--- src/rtl/legv8_ctrl_pkg.sv ---
// Shared types and constants for the multi-cycle LEGv8 controller:
// FSM states, opcode encodings, ALU operation codes and opcode classification.
package legv8_ctrl_pkg;

  typedef enum logic [3:0] {
    FETCH,
    DECODE,
    MEM_ADDR,
    MEM_RD,
    MEM_WB,
    MEM_WR,
    EXEC_R,
    R_WB,
    CBZ,
    JUMP,
    ILLEGAL
  } state_t;

  typedef enum logic [2:0] {
    CLS_R,
    CLS_LDUR,
    CLS_STUR,
    CLS_CBZ,
    CLS_B,
    CLS_BAD
  } op_class_t;

  localparam logic [10:0] OP_ADD  = 11'b10001011000;
  localparam logic [10:0] OP_SUB  = 11'b11001011000;
  localparam logic [10:0] OP_AND  = 11'b10001010000;
  localparam logic [10:0] OP_ORR  = 11'b10101010000;
  localparam logic [10:0] OP_LDUR = 11'b11111000010;
  localparam logic [10:0] OP_STUR = 11'b11111000000;
  // CBZ and B carry immediate bits in the low opcode field, so only prefixes match
  localparam logic [7:0]  OP_CBZ_PFX = 8'b10110100;
  localparam logic [5:0]  OP_B_PFX   = 6'b000101;

  localparam logic [3:0] ALU_AND   = 4'b0000;
  localparam logic [3:0] ALU_OR    = 4'b0001;
  localparam logic [3:0] ALU_ADD   = 4'b0010;
  localparam logic [3:0] ALU_SUB   = 4'b0110;
  localparam logic [3:0] ALU_PASSB = 4'b0111;
  localparam logic [3:0] ALU_NOR   = 4'b1100;

  function automatic op_class_t classify(input logic [10:0] op);
    op_class_t cls;
    cls = CLS_BAD;
    if (op == OP_ADD || op == OP_SUB || op == OP_AND || op == OP_ORR)
      cls = CLS_R;
    else if (op == OP_LDUR)
      cls = CLS_LDUR;
    else if (op == OP_STUR)
      cls = CLS_STUR;
    else if (op[10:3] == OP_CBZ_PFX)
      cls = CLS_CBZ;
    else if (op[10:5] == OP_B_PFX)
      cls = CLS_B;
    return cls;
  endfunction

endpackage

--- src/rtl/alu_ctrl_decode.sv ---
// Combinational mapping from an R-type opcode to the ALU operation code.
module alu_ctrl_decode
  import legv8_ctrl_pkg::*;
(
  input  logic [10:0] opcode,
  output logic [3:0]  alu_sel
);

  always_comb begin
    alu_sel = ALU_ADD;
    case (opcode)
      OP_ADD:  alu_sel = ALU_ADD;
      OP_SUB:  alu_sel = ALU_SUB;
      OP_AND:  alu_sel = ALU_AND;
      OP_ORR:  alu_sel = ALU_OR;
      default: alu_sel = ALU_ADD;
    endcase
  end

endmodule

--- src/rtl/mc_control.sv ---
// Multi-cycle LEGv8 control unit: Moore FSM sequencing fetch/decode/execute,
// with an opcode latched at DECODE and a counter of retired instructions.
module mc_control
  import legv8_ctrl_pkg::*;
(
  input  logic        clk,
  input  logic        rst_n,
  input  logic [10:0] opcode,
  input  logic        z,
  input  logic        mem_ready,
  output logic [3:0]  ALU_Sel,
  output logic        alu_src_a,
  output logic [1:0]  alu_src_b,
  output logic        pc_write,
  output logic        pc_src,
  output logic        ir_write,
  output logic        mem_read,
  output logic        mem_write,
  output logic        reg_write,
  output logic        mem_to_reg,
  output logic        reg2loc,
  output logic        illegal,
  output logic [31:0] retired
);

  state_t      state_reg;
  logic [10:0] opcode_reg;
  logic [31:0] retired_reg;
  logic [3:0]  exec_alu_sel;
  op_class_t   dec_class;
  op_class_t   held_class;

  logic pc_write_dec;
  logic ir_write_dec;
  logic mem_write_dec;
  logic reg_write_dec;

  alu_ctrl_decode u_alu_ctrl_decode (
    .opcode  (opcode_reg),
    .alu_sel (exec_alu_sel)
  );

  // DECODE steers on the live opcode; later states only see the latched copy
  assign dec_class  = classify(opcode);
  assign held_class = classify(opcode_reg);

  always_ff @(posedge clk or negedge rst_n) begin
    if (!rst_n) begin
      state_reg   <= FETCH;
      opcode_reg  <= '0;
      retired_reg <= '0;
    end else begin
      case (state_reg)
        FETCH: begin
          if (mem_ready) state_reg <= DECODE;
        end
        DECODE: begin
          opcode_reg <= opcode;
          case (dec_class)
            CLS_R:              state_reg <= EXEC_R;
            CLS_LDUR, CLS_STUR: state_reg <= MEM_ADDR;
            CLS_CBZ:            state_reg <= CBZ;
            CLS_B:              state_reg <= JUMP;
            default:            state_reg <= ILLEGAL;
          endcase
        end
        MEM_ADDR: begin
          state_reg <= (held_class == CLS_STUR) ? MEM_WR : MEM_RD;
        end
        MEM_RD: begin
          if (mem_ready) state_reg <= MEM_WB;
        end
        MEM_WR: begin
          if (mem_ready) begin
            state_reg   <= FETCH;
            retired_reg <= retired_reg + 32'd1;
          end
        end
        EXEC_R: begin
          state_reg <= R_WB;
        end
        MEM_WB, R_WB, CBZ, JUMP: begin
          state_reg   <= FETCH;
          retired_reg <= retired_reg + 32'd1;
        end
        ILLEGAL: begin
          state_reg <= FETCH;
        end
        default: begin
          state_reg <= FETCH;
        end
      endcase
    end
  end

  always_comb begin
    ALU_Sel       = ALU_AND;
    alu_src_a     = 1'b0;
    alu_src_b     = 2'b00;
    pc_write_dec  = 1'b0;
    pc_src        = 1'b0;
    ir_write_dec  = 1'b0;
    mem_read      = 1'b0;
    mem_write_dec = 1'b0;
    reg_write_dec = 1'b0;
    mem_to_reg    = 1'b0;
    reg2loc       = 1'b0;
    illegal       = 1'b0;
    case (state_reg)
      FETCH: begin
        mem_read     = 1'b1;
        ALU_Sel      = ALU_ADD;
        alu_src_b    = 2'b01;
        ir_write_dec = mem_ready;
        pc_write_dec = mem_ready;
      end
      DECODE: begin
        ALU_Sel   = ALU_ADD;
        alu_src_b = 2'b11;
        reg2loc   = (dec_class == CLS_STUR) || (dec_class == CLS_CBZ);
      end
      MEM_ADDR: begin
        ALU_Sel   = ALU_ADD;
        alu_src_a = 1'b1;
        alu_src_b = 2'b10;
      end
      MEM_RD: begin
        mem_read = 1'b1;
      end
      MEM_WB: begin
        reg_write_dec = 1'b1;
        mem_to_reg    = 1'b1;
      end
      MEM_WR: begin
        mem_write_dec = 1'b1;
        reg2loc       = 1'b1;
      end
      EXEC_R: begin
        ALU_Sel   = exec_alu_sel;
        alu_src_a = 1'b1;
      end
      R_WB: begin
        reg_write_dec = 1'b1;
      end
      CBZ: begin
        ALU_Sel      = ALU_PASSB;
        alu_src_a    = 1'b1;
        reg2loc      = 1'b1;
        pc_src       = 1'b1;
        pc_write_dec = z;
      end
      JUMP: begin
        pc_write_dec = 1'b1;
        pc_src       = 1'b1;
      end
      ILLEGAL: begin
        illegal = 1'b1;
      end
      default: begin
        illegal = 1'b0;
      end
    endcase
  end

  // Architectural-state writes are blocked for as long as reset is held
  assign pc_write  = pc_write_dec  & rst_n;
  assign ir_write  = ir_write_dec  & rst_n;
  assign mem_write = mem_write_dec & rst_n;
  assign reg_write = reg_write_dec & rst_n;
  assign retired   = retired_reg;

endmodule

--- config.mk ---
export PLATFORM = sky130hd
export DESIGN_NAME = mc_control
export DESIGN_NICKNAME = d
export VERILOG_FILES = /design/src/rtl/legv8_ctrl_pkg.sv /design/src/rtl/alu_ctrl_decode.sv /design/src/rtl/mc_control.sv
export SDC_FILE = /design/constraint.sdc
export NUM_CORES = 1
export LEC_CHECK = 0
export ABC_CLOCK_PERIOD_IN_PS = 2100
export BUFFER_PORTS_ARGS = -buffer_cell sky130_fd_sc_hd__buf_2
export CORE_ASPECT_RATIO = 0.5
export CORE_UTILIZATION = 50
export DETAILED_ROUTE_END_ITERATION = 8
export GPL_ROUTABILITY_DRIVEN = 0
export GPL_TIMING_DRIVEN = 0
export PLACE_DENSITY = 0.76
export SETUP_SLACK_MARGIN = 0.15
export SLEW_MARGIN = 10
export SYNTH_ARGS = -nofsm -noshare
export SYNTH_HDL_FRONTEND = slang
export SYNTH_SLANG_ARGS = --single-unit
--- constraint.sdc ---
create_clock -name clk -period 2.1 [get_ports clk]
set_input_delay 0.105 -clock clk [delete_from_list [all_inputs] [get_ports clk]]
set_output_delay 0.105 -clock clk [all_outputs]
set_load 0.02 [all_outputs]
==> flow_summary_export.csv <==
group,metric,value,unit
cts,cts_tree,"done",
cts,postCtsHoldBufs,0,
floorplan,fp-row-count,17,
sta,slew_violations,0,
synthesis,synth.cell_area,2526,µm²
finish,diodes,0,
power_and_ir_drop,powerDensity,1101,nW/µm²
critical_path,r2r-start,"state_reg[2]",
floorplan,ios,63,
hold_path,hold_class,"in2async",
power_and_ir_drop,clkPwrFrac,0.158,
power_and_ir_drop,power,3.431,mW
floorplan,core_area,4616,µm²
place,place_ws,0.06665,ns
critical_path,required,2.34,ns
critical_path,crit_path_start_kind,"register",
sta,hold_viol_final,47,
sta,layout_setup_ws,0.2050,ns
power_and_ir_drop,ir_worst_vdd,0.5704,mV
global_routing,grt_pass1_wl,8535,µm
synthesis,synthArstFlopShare,1.000,
outcome,violations,"negative hold slack",
finish,fillers,373,
synthesis,synth_cells,246,
power_and_ir_drop,p_seq_frac,0.376,
global_routing,grt_pass1_vias,1875,
finish,multiInputGateArea,1303,µm²
synthesis,synth_largest_area_cell,"dfrtp_1",
floorplan,initial_core_util,0.5473,
place,numPortBuffers,61,
critical_path,r2r_slack,0.21,ns
cts,cts_sinks,47,
critical_path,critPathKind,"reg2reg",
sta,fmax,527.7,MHz
power_and_ir_drop,netSwitchingFraction,0.4139,
sta,worst_pin_slew,0.6667,ns
critical_path,worstReg2RegEnd,"retired[16]",
detailed_routing,drc,0,
detailed_routing,vias,2046,
cts,htree_num_levels,2,
global_routing,grt-ovfl-total,0,
synthesis,ys_top_cells_by_count,"dfrtp_1 (47), nor2_1 (23), nand2_1 (22)",
cts,cts_root_buf,"clkbuf_8",
finish,nets,335,
sta,fin_crit,1.895,ns
sta,rsz0062_at_grt,"yes",
synthesis,syn_nets,262,
synthesis,synth_edf_count,0,
detailed_routing,via_per_inst,5.314,
critical_path,crit_path_end_kind,"register",
sta,slew_headroom,0.5555,
place,placedCellCount,373,
synthesis,synth-seq-cells,47,
place,hpwl,3923,µm
critical_path,cp_data_arrival_time,2.13,ns
finish,largest_reg_flops,32,
outcome,status,"complete, but fails checks",
finish,stdcell_count,385,
sta,final.setup.tns,0,ns
synthesis,synth.area.top_cells,"dfrtp_1 (47%), xnor2_1 (5.5%), mux2_2 (5.3%)",
power_and_ir_drop,comb_power_share,0.466,
detailed_routing,wire_per_inst,14.06,µm
global_routing,antenna_found_initial,0,
synthesis,avgSynthCellArea,10.27,µm²
global_routing,grt_max_degree,51,
power_and_ir_drop,power.switching,1.420,mW
critical_path,reg2reg_depth,8,
finish,syn2layout_area_growth,23.33,%
finish,layout-drive-gt1-share,0.3574,
synthesis,ys_types,49,
sta,min_period_over_period,0.9024,
cts,clkTransAtPathRegs,0.09,ns
synthesis,synth_top_area_frac,0.4656,
synthesis,yosysSeqAreaShare,0.4656,
synthesis,synthFlopType,"dfrtp_1",
sta,setup_violations,0,
power_and_ir_drop,p_int,2.011,mW
sta,skew,0.006156,ns
floorplan,die_width,102.5,µm
cts,clk-insertion-delay-late,0.31,ns
detailed_routing,ant_nets,0,
power_and_ir_drop,power.leakage,1.508,nW
global_routing,gr-usage-all-layers,0.2157,
detailed_routing,totalWireLength,5415,µm
synthesis,yosysWarnings,0,
floorplan,die_y,52.26,µm
sta,hold_slack,-0.1620,ns
finish,seqCellArea,1176,µm²
detailed_routing,drt-pass1-iter-count,4,
synthesis,synth.most_common_cell,"dfrtp_1",
cts,cts_buffers,5,
detailed_routing,drtIter0Drc,87,
critical_path,path_max_fanout,9,
run,drv_cap,0,
floorplan,die-area,5358,µm²
cts,clk_path_buf_depth,2,
worst max-delay path, stage by stage (launching register included):
cell and delay, ns:
dfrtp_1 0.38, buf_6 0.14, or3b_1 0.36, buf_6 0.15, o21ai_4 0.09, o2111ai_4 0.24, buf_4 0.21, nor2_1 0.10
xor2_1 0.16
cell families after synthesis:
| group | share of synthesized area |
|---|---|
| compound gates | 0.08371 |
| fa+ha+maj | 0.008915 |
| other cells | 0.001484 |
| buf+inv | 0.04408 |
| simple gates | 0.2313 |
| mux | 0.05745 |
| flops | 0.4656 |
| xor+xnor | 0.1075 |
power groups by stage:
stage	registers, mW	clock network, mW	logic [mW]
final	1.29	0.543	1.60
after global routing	1.32	0.590	1.73
after CTS	1.27	0.553	1.53
after detailed placement	1.28	0	1.50
after global placement	1.26	0	1.46
after floorplan	1.30	0	1.07
layer usage:
layer	track usage	vias to the layer above	share of wire
met5	0	-	0
met4	0.08571	0	0.0092
met3	0.05467	7	0.047
met2	0.3500	55	0.48
met1	0.2794	986	0.46
li1	-	998	-
timing repair:
| action | CTS | global route |
|---|---|---|
| endpoints found under the setup margin | 10 | 13 |
| hold endpoints to repair | 0 | 47 |
| resized for setup | 5 | 13 |
| pin swaps | 0 | 9 |
| cloned | 0 | 0 |
| buffers inserted | 0 | 5 |
layout by cell type (no fill, tap or decap), types with 2 or more instances in the layout:
cell type / Yosys / layout
xnor2_1: 16 / 16
buf_4: 1 / 9
and3_1: 3 / 3
o21a_1: 2 / 2
buf_6: 3 / 4
nor3_4: 2 / 3
mux2_2: 12 / 12
nand2b_1: 3 / 3
buf_2: 5 / 62
clkbuf_1: 3 / 2
clkbuf_8: 0 / 5
nand4_1: 9 / 9
a21oi_1: 4 / 3
nand2_1: 22 / 22
nor3_2: 0 / 2
and2_1: 2 / 2
xor2_1: 15 / 15
nand3_1: 15 / 14
o21ai_0: 4 / 4
o31ai_1: 3 / 3
nor3_1: 12 / 9
nor3b_1: 2 / 2
o2111ai_4: 2 / 2
inv_1: 9 / 9
or2_2: 3 / 3
nor4_4: 1 / 2
nor2_1: 23 / 22
dfrtp_1: 47 / 47
per-stage QoR:
step | area, µm² | utilization
after CTS | 3017 | 0.6536
after floorplan | 2532 | -
final | 3115 | 0.6750
after global placement | 2920 | 0.6327
after detailed placement | 2920 | 0.6327
after global routing | 3115 | 0.6750
area by class of cell:
type,count,area share
Clock buffer,5,0.02209
Buffer,12,0.02811
Inverter,9,0.01084
Clock inverter,2,0.004418
Timing Repair Buffer,66,0.1124
Sequential cell,47,0.3775
Tap cell,66,0.02651
Multi-Input combinational cell,178,0.4181
how the worst max path moves through the flow:
| stage | startpoint | endpoint | slack, ns | cells past startpoint |
|---|---|---|---|---|
| after floorplan | state_reg[3] | opcode_reg[2] | 0.27 | 6 |
| after global placement | state_reg[3] | opcode_reg[9] | 0.08 | 6 |
| after detailed placement | state_reg[3] | opcode_reg[9] | 0.07 | 6 |
| after CTS | state_reg[3] | pc_write | 0.15 | 6 |
| after global routing | state_reg[2] | retired[26] | 0.11 | 7 |
| final | state_reg[2] | retired[16] | 0.21 | 8 |
Power figures use the tool's default switching activity.
